**config.mk**
```make
export PLATFORM = sky130hd
export DESIGN_NAME = rtc_bus_reader
export DESIGN_NICKNAME = d
export VERILOG_FILES = /design/src/rtl/rtc_pkg.sv /design/src/rtl/rtc_reg_bank.sv /design/src/rtl/rtc_bus_reader.sv
export SDC_FILE = /design/constraint.sdc
export NUM_CORES = 1
export LEC_CHECK = 0
export BUFFER_PORTS_ARGS = -buffer_cell sky130_fd_sc_hd__buf_2
export CAP_MARGIN = 20
export CORE_ASPECT_RATIO = 0.7
export CORE_UTILIZATION = 40
export DETAILED_ROUTE_END_ITERATION = 7
export GPL_TIMING_DRIVEN = 0
export PLACE_DENSITY = 0.68
export SKIP_CTS_REPAIR_TIMING = 1
export SYNTH_ARGS = -nofsm -noshare
export SYNTH_HDL_FRONTEND = slang
export SYNTH_SLANG_ARGS = --single-unit
```
**constraint.sdc**
```tcl
create_clock -name clk -period 3.02 [get_ports clk]
set_input_delay 0.604 -clock clk [delete_from_list [all_inputs] [get_ports clk]]
set_output_delay 0.604 -clock clk [all_outputs]
set_load 0.05 [all_outputs]
```
**src/rtl/rtc_pkg.sv**
```systemverilog
// Shared definitions for the RTC scanner and the text overlay that reads its bank.
// Latency: n/a (constants, types and one address-map helper only).
// Backpressure: n/a.
// Contents: display position indices, RTC register addresses, FSM state
// encoding and the packed bundle of registered bus-pin drives.
package rtc_pkg;

   localparam int NUM_IDX = 9;

   // Display position indices, shared with the character generator.
   localparam logic [3:0] IDX_SEG  = 4'd0;
   localparam logic [3:0] IDX_MIN  = 4'd1;
   localparam logic [3:0] IDX_HOR  = 4'd2;
   localparam logic [3:0] IDX_DAY  = 4'd3;
   localparam logic [3:0] IDX_MON  = 4'd4;
   localparam logic [3:0] IDX_YEAR = 4'd5;
   localparam logic [3:0] IDX_TSEG = 4'd6;
   localparam logic [3:0] IDX_TMIN = 4'd7;
   localparam logic [3:0] IDX_THOR = 4'd8;
   localparam logic [3:0] IDX_NONE = 4'd9;

   // RTC chip register addresses.
   localparam logic [7:0] RTC_SEG  = 8'h21;
   localparam logic [7:0] RTC_MIN  = 8'h22;
   localparam logic [7:0] RTC_HOR  = 8'h23;
   localparam logic [7:0] RTC_DAY  = 8'h24;
   localparam logic [7:0] RTC_MON  = 8'h25;
   localparam logic [7:0] RTC_YEAR = 8'h26;
   localparam logic [7:0] RTC_TSEG = 8'h41;
   localparam logic [7:0] RTC_TMIN = 8'h42;
   localparam logic [7:0] RTC_THOR = 8'h43;

   typedef enum logic [2:0] {
      ST_IDLE,
      ST_ADDR,
      ST_AHOLD,
      ST_READ,
      ST_RECOV,
      ST_DONE
   } rtc_state_t;

   // Everything driven onto the RTC pins, registered as one bundle.
   typedef struct packed {
      logic       cs_n;
      logic       rd_n;
      logic       wr_n;
      logic       ad_oe;
      logic       a_d;
      logic [7:0] ad;
   } bus_drv_t;

   localparam bus_drv_t BUS_IDLE = '{cs_n: 1'b1, rd_n: 1'b1, wr_n: 1'b1,
                                     ad_oe: 1'b0, a_d: 1'b0, ad: 8'h00};

   function automatic logic [7:0] rtc_addr(input logic [3:0] idx);
      case (idx)
         IDX_SEG:  return RTC_SEG;
         IDX_MIN:  return RTC_MIN;
         IDX_HOR:  return RTC_HOR;
         IDX_DAY:  return RTC_DAY;
         IDX_MON:  return RTC_MON;
         IDX_YEAR: return RTC_YEAR;
         IDX_TSEG: return RTC_TSEG;
         IDX_TMIN: return RTC_TMIN;
         IDX_THOR: return RTC_THOR;
         default:  return 8'h00;
      endcase
   endfunction

endpackage

```
**src/rtl/rtc_reg_bank.sv**
```systemverilog
// 9x8 register file holding the scanned BCD bytes for the display.
// Latency: write lands on the clock edge; read is combinational (old byte during its write cycle).
// Backpressure: none; writes always accepted, out-of-range indices ignored / read as 0.
// Ports: clk, reset (async high), wr_en/wr_addr/wr_data write port,
//        rd_addr in / rd_data out combinational read port.
module rtc_reg_bank
   import rtc_pkg::*;
(
   input  logic       clk,
   input  logic       reset,
   input  logic       wr_en,
   input  logic [3:0] wr_addr,
   input  logic [7:0] wr_data,
   input  logic [3:0] rd_addr,
   output logic [7:0] rd_data
);

   logic [7:0] mem [NUM_IDX];

   always_ff @(posedge clk or posedge reset) begin
      if (reset) begin
         for (int i = 0; i < NUM_IDX; i++) begin
            mem[i] <= 8'h00;
         end
      end else if (wr_en && (wr_addr < IDX_NONE)) begin
         mem[wr_addr] <= wr_data;
      end
   end

   assign rd_data = (rd_addr < IDX_NONE) ? mem[rd_addr] : 8'h00;

endmodule

```
**src/rtl/rtc_bus_reader.sv**
```systemverilog
// Scans the nine RTC time/date/timer registers over the muxed A/D bus into a local bank.
// Latency: refresh_req at t -> ADDR at t+2; 4*PHASE_CYCLES clocks per register, +1 DONE cycle.
// Backpressure: requests during a scan collapse into a single pending follow-up scan.
// Ports: clk, reset (async high), refresh_req; rd_addr/rd_data display read port;
//        rtc_ad_out/rtc_ad_in/rtc_ad_oe/rtc_a_d/rtc_cs_n/rtc_rd_n/rtc_wr_n RTC pins;
//        busy, scan_done status.
module rtc_bus_reader
   import rtc_pkg::*;
#(
   parameter int PHASE_CYCLES = 4,
   parameter int AUTO_PERIOD  = 0
) (
   input  logic       clk,
   input  logic       reset,
   input  logic       refresh_req,
   input  logic [3:0] rd_addr,
   output logic [7:0] rd_data,
   output logic [7:0] rtc_ad_out,
   input  logic [7:0] rtc_ad_in,
   output logic       rtc_ad_oe,
   output logic       rtc_a_d,
   output logic       rtc_cs_n,
   output logic       rtc_rd_n,
   output logic       rtc_wr_n,
   output logic       busy,
   output logic       scan_done
);

   localparam int PW = (PHASE_CYCLES > 1) ? $clog2(PHASE_CYCLES) : 1;
   localparam int AW = (AUTO_PERIOD > 1) ? $clog2(AUTO_PERIOD) : 1;
   localparam logic [PW-1:0] PHASE_LAST = PW'(PHASE_CYCLES - 1);
   localparam logic [AW-1:0] AUTO_LAST  = AW'((AUTO_PERIOD > 0) ? AUTO_PERIOD - 1 : 0);

   rtc_state_t    state, state_nxt;
   logic [PW-1:0] phase, phase_nxt;
   logic [3:0]    idx, idx_nxt;
   logic          pending, pending_nxt;
   logic [AW-1:0] auto_cnt;
   logic          auto_hit;
   logic          phase_last;
   logic          bank_we;
   bus_drv_t      bus_q, bus_nxt;

   // Free-running auto-refresh counter; independent of scan activity.
   assign auto_hit = (AUTO_PERIOD > 0) && (auto_cnt == AUTO_LAST);

   always_ff @(posedge clk or posedge reset) begin
      if (reset) begin
         auto_cnt <= '0;
      end else if ((AUTO_PERIOD == 0) || auto_hit) begin
         auto_cnt <= '0;
      end else begin
         auto_cnt <= auto_cnt + 1'b1;
      end
   end

   assign phase_last = (phase == PHASE_LAST);

   always_comb begin
      state_nxt   = state;
      idx_nxt     = idx;
      phase_nxt   = '0;
      bank_we     = 1'b0;
      // A new request in the same cycle IDLE consumes pending keeps it set,
      // which yields exactly one follow-up scan.
      pending_nxt = pending | refresh_req | auto_hit;
      case (state)
         ST_IDLE: begin
            if (pending) begin
               state_nxt   = ST_ADDR;
               idx_nxt     = IDX_SEG;
               pending_nxt = refresh_req | auto_hit;
            end
         end
         ST_ADDR: begin
            phase_nxt = phase_last ? '0 : phase + 1'b1;
            if (phase_last) state_nxt = ST_AHOLD;
         end
         ST_AHOLD: begin
            phase_nxt = phase_last ? '0 : phase + 1'b1;
            if (phase_last) state_nxt = ST_READ;
         end
         ST_READ: begin
            phase_nxt = phase_last ? '0 : phase + 1'b1;
            if (phase_last) begin
               bank_we   = 1'b1;
               state_nxt = ST_RECOV;
            end
         end
         ST_RECOV: begin
            phase_nxt = phase_last ? '0 : phase + 1'b1;
            if (phase_last) begin
               if (idx < IDX_THOR) begin
                  idx_nxt   = idx + 4'd1;
                  state_nxt = ST_ADDR;
               end else begin
                  state_nxt = ST_DONE;
               end
            end
         end
         ST_DONE:  state_nxt = ST_IDLE;
         default:  state_nxt = ST_IDLE;
      endcase

      // Pin drives are decoded from the next state so they come straight out
      // of flops and line up with the state they belong to.
      bus_nxt = BUS_IDLE;
      case (state_nxt)
         ST_ADDR: begin
            bus_nxt.cs_n  = 1'b0;
            bus_nxt.wr_n  = 1'b0;
            bus_nxt.ad_oe = 1'b1;
            bus_nxt.ad    = rtc_addr(idx_nxt);
         end
         ST_AHOLD: begin
            bus_nxt.cs_n  = 1'b0;
            bus_nxt.ad_oe = 1'b1;
            bus_nxt.ad    = rtc_addr(idx_nxt);
         end
         ST_READ: begin
            bus_nxt.cs_n = 1'b0;
            bus_nxt.rd_n = 1'b0;
            bus_nxt.a_d  = 1'b1;
            bus_nxt.ad   = rtc_addr(idx_nxt);
         end
         ST_RECOV: begin
            bus_nxt.a_d = 1'b1;
            bus_nxt.ad  = rtc_addr(idx_nxt);
         end
         default: ;
      endcase
   end

   always_ff @(posedge clk or posedge reset) begin
      if (reset) begin
         state     <= ST_IDLE;
         phase     <= '0;
         idx       <= IDX_SEG;
         pending   <= 1'b0;
         bus_q     <= BUS_IDLE;
         busy      <= 1'b0;
         scan_done <= 1'b0;
      end else begin
         state     <= state_nxt;
         phase     <= phase_nxt;
         idx       <= idx_nxt;
         pending   <= pending_nxt;
         bus_q     <= bus_nxt;
         busy      <= (state_nxt != ST_IDLE);
         scan_done <= (state_nxt == ST_DONE);
      end
   end

   assign rtc_cs_n   = bus_q.cs_n;
   assign rtc_rd_n   = bus_q.rd_n;
   assign rtc_wr_n   = bus_q.wr_n;
   assign rtc_ad_oe  = bus_q.ad_oe;
   assign rtc_a_d    = bus_q.a_d;
   assign rtc_ad_out = bus_q.ad;

   rtc_reg_bank u_bank (
      .clk     (clk),
      .reset   (reset),
      .wr_en   (bank_we),
      .wr_addr (idx),
      .wr_data (rtc_ad_in),
      .rd_addr (rd_addr),
      .rd_data (rd_data)
   );

endmodule

```
# After elaboration in Yosys (flattened, before gate mapping)
# Memories as Yosys holds them, arrays and structs flattened.
# Cells that the tools add are included.
dict set report word_totals {
  inputBits 15
  mem_count 4
  rom_bits 320
  ff_bits 97
}
# name depth word_bits read_ports rd_ports_with_merged_regs wr line
set mem_list {}
lappend mem_list {{(name not given)} 16 5 1 0 0 rtc_pkg.sv:56} ;# case (idx)
lappend mem_list {{(name not given)} 16 5 1 0 0 rtc_pkg.sv:56}
lappend mem_list {{(name not given)} 16 5 1 0 0 rtc_pkg.sv:56}
lappend mem_list {{(name not given)} 16 5 1 0 0 rtc_pkg.sv:56}
dict set report op_classes {
  magnitude_cmp 6
  addsub 2
  n_mux 30
  n_reduce_logical 8
  n_bitwise 3
  n_eq_ne 10
}
# cell count
set op_table {}
lappend op_table {{bitwise mux 72 bit} 1}
lappend op_table {{binary-select mux 8 bit (select 4 bit)} 1}
lappend op_table {{demux 8 bit (select 4 bit)} 1}
lappend op_table {{2-to-1 mux 8 bit} 4}
lappend op_table {{case mux 8 bit (4 select lines)} 1}
lappend op_table {{2-to-1 mux 3 bit} 6}
lappend op_table {{case mux 3 bit (5 select lines)} 1}
lappend op_table {{== test 3 x 2 -> 1 bit, second input constant} 4}
lappend op_table {{< comparator 4 bit, second input constant} 3}
lappend op_table {{2-to-1 mux 4 bit} 3}
lappend op_table {{>= comparator 5 bit, second input constant} 2}
lappend op_table {{NOT 4 -> 5 bit} 2}
lappend op_table {{== test 3 bit, second input constant} 3}
lappend op_table {{2-to-1 mux 1 bit} 9}
lappend op_table {{case mux 4 bit (2 select lines)} 1}
lappend op_table {{== test 3 x 1 -> 1 bit, second input constant} 2}
lappend op_table {{< comparator 5 x 1 -> 1 bit, second input constant} 1}
lappend op_table {{adder 4 x 1 -> 4 bit, second input constant} 1}
lappend op_table {{2-to-1 mux 2 bit} 2}
lappend op_table {{OR reduction 2 bit} 2}
lappend op_table {{OR reduction 4 bit} 1}
lappend op_table {{logical NOT 3 bit} 1}
lappend op_table {{nonzero test 3 bit} 1}
lappend op_table {{OR reduction 3 bit} 1}
lappend op_table {{other kinds (4)} 5}

# Longest topological paths before layout
dict set report depth {
  depth_word 7
  depth_mapped 9
  mapped_depth_nobuf 9
}

# Modules after synthesis
# A second synthesis with hierarchy kept.
dict set report unflattened {
  hier_cells 337
  area_unflattened_um2 4530.6
}
# mod n_inst cells_per_inst area_each_um2
set modules_own_cells {}
lappend modules_own_cells {rtc_reg_bank 1 232 3392.0}
lappend modules_own_cells {rtc_bus_reader 1 105 1138.6}

# Worst setup path after synthesis
# OpenSTA, ideal clock, no wires.
dict set report synth_timing {
  path_type {input -> output}
  from {in rd_addr[0]}
  to {out rd_data[0]}
  setup_slack_ns -0.066
  path_stages 5
  arrival_ns 2.482
  path_cell_list {buf_2 > buf_4 > mux4_2 > mux2i_1 > o21ai_0}
}
dict set report synth_between {
  elab_chain_cells 5
}
# item line
set synth_lines {}
lappend synth_lines {{start: declaration} rtc_bus_reader.sv:16} ;# input logic [3:0] rd_addr,
lappend synth_lines {{NOT 4 -> 5 bit (not written as such)} rtc_reg_bank.sv:30} ;# assign rd_data = (rd_addr < IDX_NONE) ? mem[rd_addr] : 8'h00;
lappend synth_lines {{binary-select mux 8 bit (select 4 bit)} rtc_reg_bank.sv:30}
lappend synth_lines {{2-to-1 mux 8 bit (not written as such) (2 in series)} rtc_reg_bank.sv:30}
lappend synth_lines {{2-to-1 mux 8 bit *} rtc_reg_bank.sv:30}
lappend synth_lines {{end: declaration} rtc_bus_reader.sv:17} ;# output logic [7:0] rd_data,
# Mark *: on every way between the ends. The rest lies on a longest branch, timed or not. The select of a mux whose other input is x is not followed.

# Worst setup path after layout
dict set report layout_timing {
  from {in rd_addr[1]}
  to {out rd_data[3]}
}
# The elaborated chain is that of the path after synthesis.

==> impl_metrics.json <==
{
  "fin_crit_sh_pct": 96.77,
  "outcome": "finished, final reports clean",
  "m1WireLength_um": 4271,
  "avgSynthCellArea_um2": 13.93,
  "finalSetupTns_ps": 0,
  "dieHeight_um": 90.06,
  "ant_nets": 0,
  "fin_nets": 387,
  "vdd_drop_max_uv": 267.7,
  "synth_cells": 318,
  "drtIter0Drc": 108,
  "grt_pass1_wl_um": 14880,
  "synth_cell_types": 48,
  "path_delay_family": "buffers and inverters",
  "wl_met2_um": 4185,
  "viasPerCell": 5.139,
  "synth_top_family_by_area": "multiplexers",
  "crit_path_max_incr_delay_ps": 600,
  "drive_gt1_share_pct": 39.30,
  "highest_layer": "met4",
  "worstPathMaxFanout": 10,
  "ys_seq_area_share_pct": 53.18,
  "die-area_mm2": 0.01151,
  "grt_pass1_vias": 2783,
  "tightestPinTransition_ps": 924.4,
  "clockBufferDepth": 2,
  "p_leak_nw": 2.214,
  "crit_buf_inv": 3,
  "power.density_mw_per_mm2": 697.2,
  "synth_simple_gate_area_share_pct": 8.726,
  "cp-startpoint": "rd_addr[1]",
  "cpMostUsedCell": "buf_2",
  "finalNonFillerCells": 517,
  "ys_ff_latch": 94,
  "core-area_mm2": 0.01055,
  "async_flop_share_pct": 100.0,
  "ys.flop_type": "dfrtp_1",
  "relSlewSlack_pct": 38.37,
  "numClockSinks": 94,
  "startpoint_type": "primary input",
  "endpoint_kind": "output pin",
  "dp.final_hpwl_um": 6279,
  "synthesis.area_mm2": 0.004430,
  "ys.warnings.count": 0,
  "ys_top_cells_by_count": "91 x dfrtp_1, 47 x mux2_2, 26 x nand2_1, 25 x mux2_1, 16 x mux4_2",
  "min_path_type": "in -> async",
  "skew_ps": 8.577,
  "drv_cap": 0,
  "detail_route.wl_per_cell_um": 17.41,
  "synthToLayoutAreaGrowth_pct": 15.42,
  "grt_antenna_before_repair": 0,
  "fmax_mhz": 342.2,
  "arrival_ps": 2320,
  "start_util_pct": 41.99,
  "synthMuxAreaShare_pct": 29.12,
  "num_io_pins": 38,
  "wl_met3_um": 488,
  "die_w_um": 127.8,
  "synth-xor-area-share_pct": 0.1977,
  "clock_latency_ps": 340,
  "crit_required_ps": 2420,
  "rows": 31,
  "cp_cell_sequence": "clkbuf_1 -> buf_2 -> nor4b_4 -> nand2_1 -> o21ai_1 -> buf_2",
  "htree_levels": 3,
  "cts_tree": "done",
  "rsz0062_at_grt": "false",
  "finalSetupViolCount": 0,
  "reg2reg_from": "phase[0]",
  "vias": 2657,
  "cts_buffers": 9,
  "gp_congestion": 0.8076,
  "grt_max_degree": 38,
  "cts_root_buf": "clkbuf_16",
  "path_clk_slew_ps": 70,
  "remaining_drc_errors": 0,
  "grt_overflow": 0,
  "yosysTopAreaCell": "dfrtp_1",
  "criticalPathCategory": "in -> out",
  "numPortBuffers": 31,
  "period_minus_slack_ps": 2922,
  "worst_path_max_delay_cell": "nor4b_4",
  "synth_most_common_cell": "dfrtp_1",
  "dp_cells": 501,
  "synth-compound-area-share_pct": 4.067,
  "synth_edf_count": 0,
  "synth_top_cell_area_share_pct": 51.40,
  "synthAdderAreaFrac_pct": 2.259,
  "drt-total-wl_um": 9001,
  "dr.pass1.iters": 5,
  "grt_usage_pct": 17.23,
  "synth_area_leaders": "dfrtp_1 51%, mux2_2 12%, mux4_2 8.1%",
  "diodes": 0,
  "slew_viol_final": 0,
  "hold_viol_final": 0
}
report_power, final:
group	switching (mW)	total, mW	internal (mW)	leakage (nW)
clock network	0.454	1.09	0.636	0.143
logic	0.589	0.931	0.343	0.948
registers	0.0919	1.54	1.45	1.12
flip-flops by register name, summed over array words and instances (netlist names):
register	cells
rtc_rd_n	1
rtc_ad_oe	1
u_bank.mem	72
rtc_ad_out	5
rtc_wr_n	1
rtc_a_d	1
idx	4
phase	2
scan_done	1
busy	1
rtc_cs_n	1
pending	1
state	3
per-stage QoR:
step	utilization, %	worst slack [ps]	cell area, um^2	total power, mW	hold WS [ps]
finish	48.47	97.68	5114	3.565	319.4
global route	48.47	6.430	5114	3.756	364.3
global placement	45.33	-212.3	4782	2.463	425.4
CTS	48.39	-232.6	5105	3.599	333.9
floorplan	-	311.2	4442	2.283	412.3
detailed placement	45.71	-226.0	4822	2.500	440.4
worst reg2reg max path, stage by stage (launching register included):
cell and delay (ps):
dfrtp_1 350, ha_1 160, clkbuf_1 320, nand3_1 190
nor2_2 520, mux2_2 410
placed cells by master, fill, tap and decap left out, types with 4 or more instances in the layout:
master,instances
dfrtp_1,91
mux2_2,47
buf_2,34
nand2_1,26
mux2_1,25
mux4_2,16
o21ai_1,11
mux2i_1,9
clkbuf_16,9
nand2_2,8
ha_1,8
inv_1,6
nor2_1,6
buf_4,5
a21oi_1,5
clkbuf_1,4
o21ai_0,4
clkinv_2,4
cell type report:
cell class | count | area (um^2)
fillers | 934 | 5436
clock buffers | 11 | 232.7
clock inverters | 5 | 50.05
plain buffers | 12 | 75.07
flip-flops and latches | 94 | 2356
multi-input cells | 206 | 1986
repair buffers | 33 | 195.2
inverters | 8 | 33.78
well taps | 148 | 185.2
kinds of logic (layout without fill, tap and decap cells):
family | after synthesis | in the layout
other | 1 | 3
adders and majority gates | 8 | 8
DFF | 94 | 94
buffers and inverters | 20 | 69
xor gates and xnor gates | 1 | 1
and+or+nand+nor | 66 | 66
muxes | 99 | 99
AOI/OAI and AO/OA | 29 | 29
per-layer routing:
layer | vias to the layer above | track usage (%)
li1 | 1244 | -
met1 | 1347 | 24.31
met2 | 57 | 25.82
met3 | 9 | 5.238
met4 | 0 | 4.314
met5 | - | 0
worst paths after layout:
kind                                  endpoint  slack (ps)  cells past startpoint
max in group asynchronous       u_bank.mem[25]        1880                      4
worst min register to register        phase[0]         440                      1
min in group clk                       pending         440                      2
worst max-delay path                rd_data[3]         100                      6
worst max register to register   u_bank.mem[4]         950                      5
worst min-delay path             rtc_ad_out[6]         320                      2
Note: power is estimated with default switching activity, not from simulation.
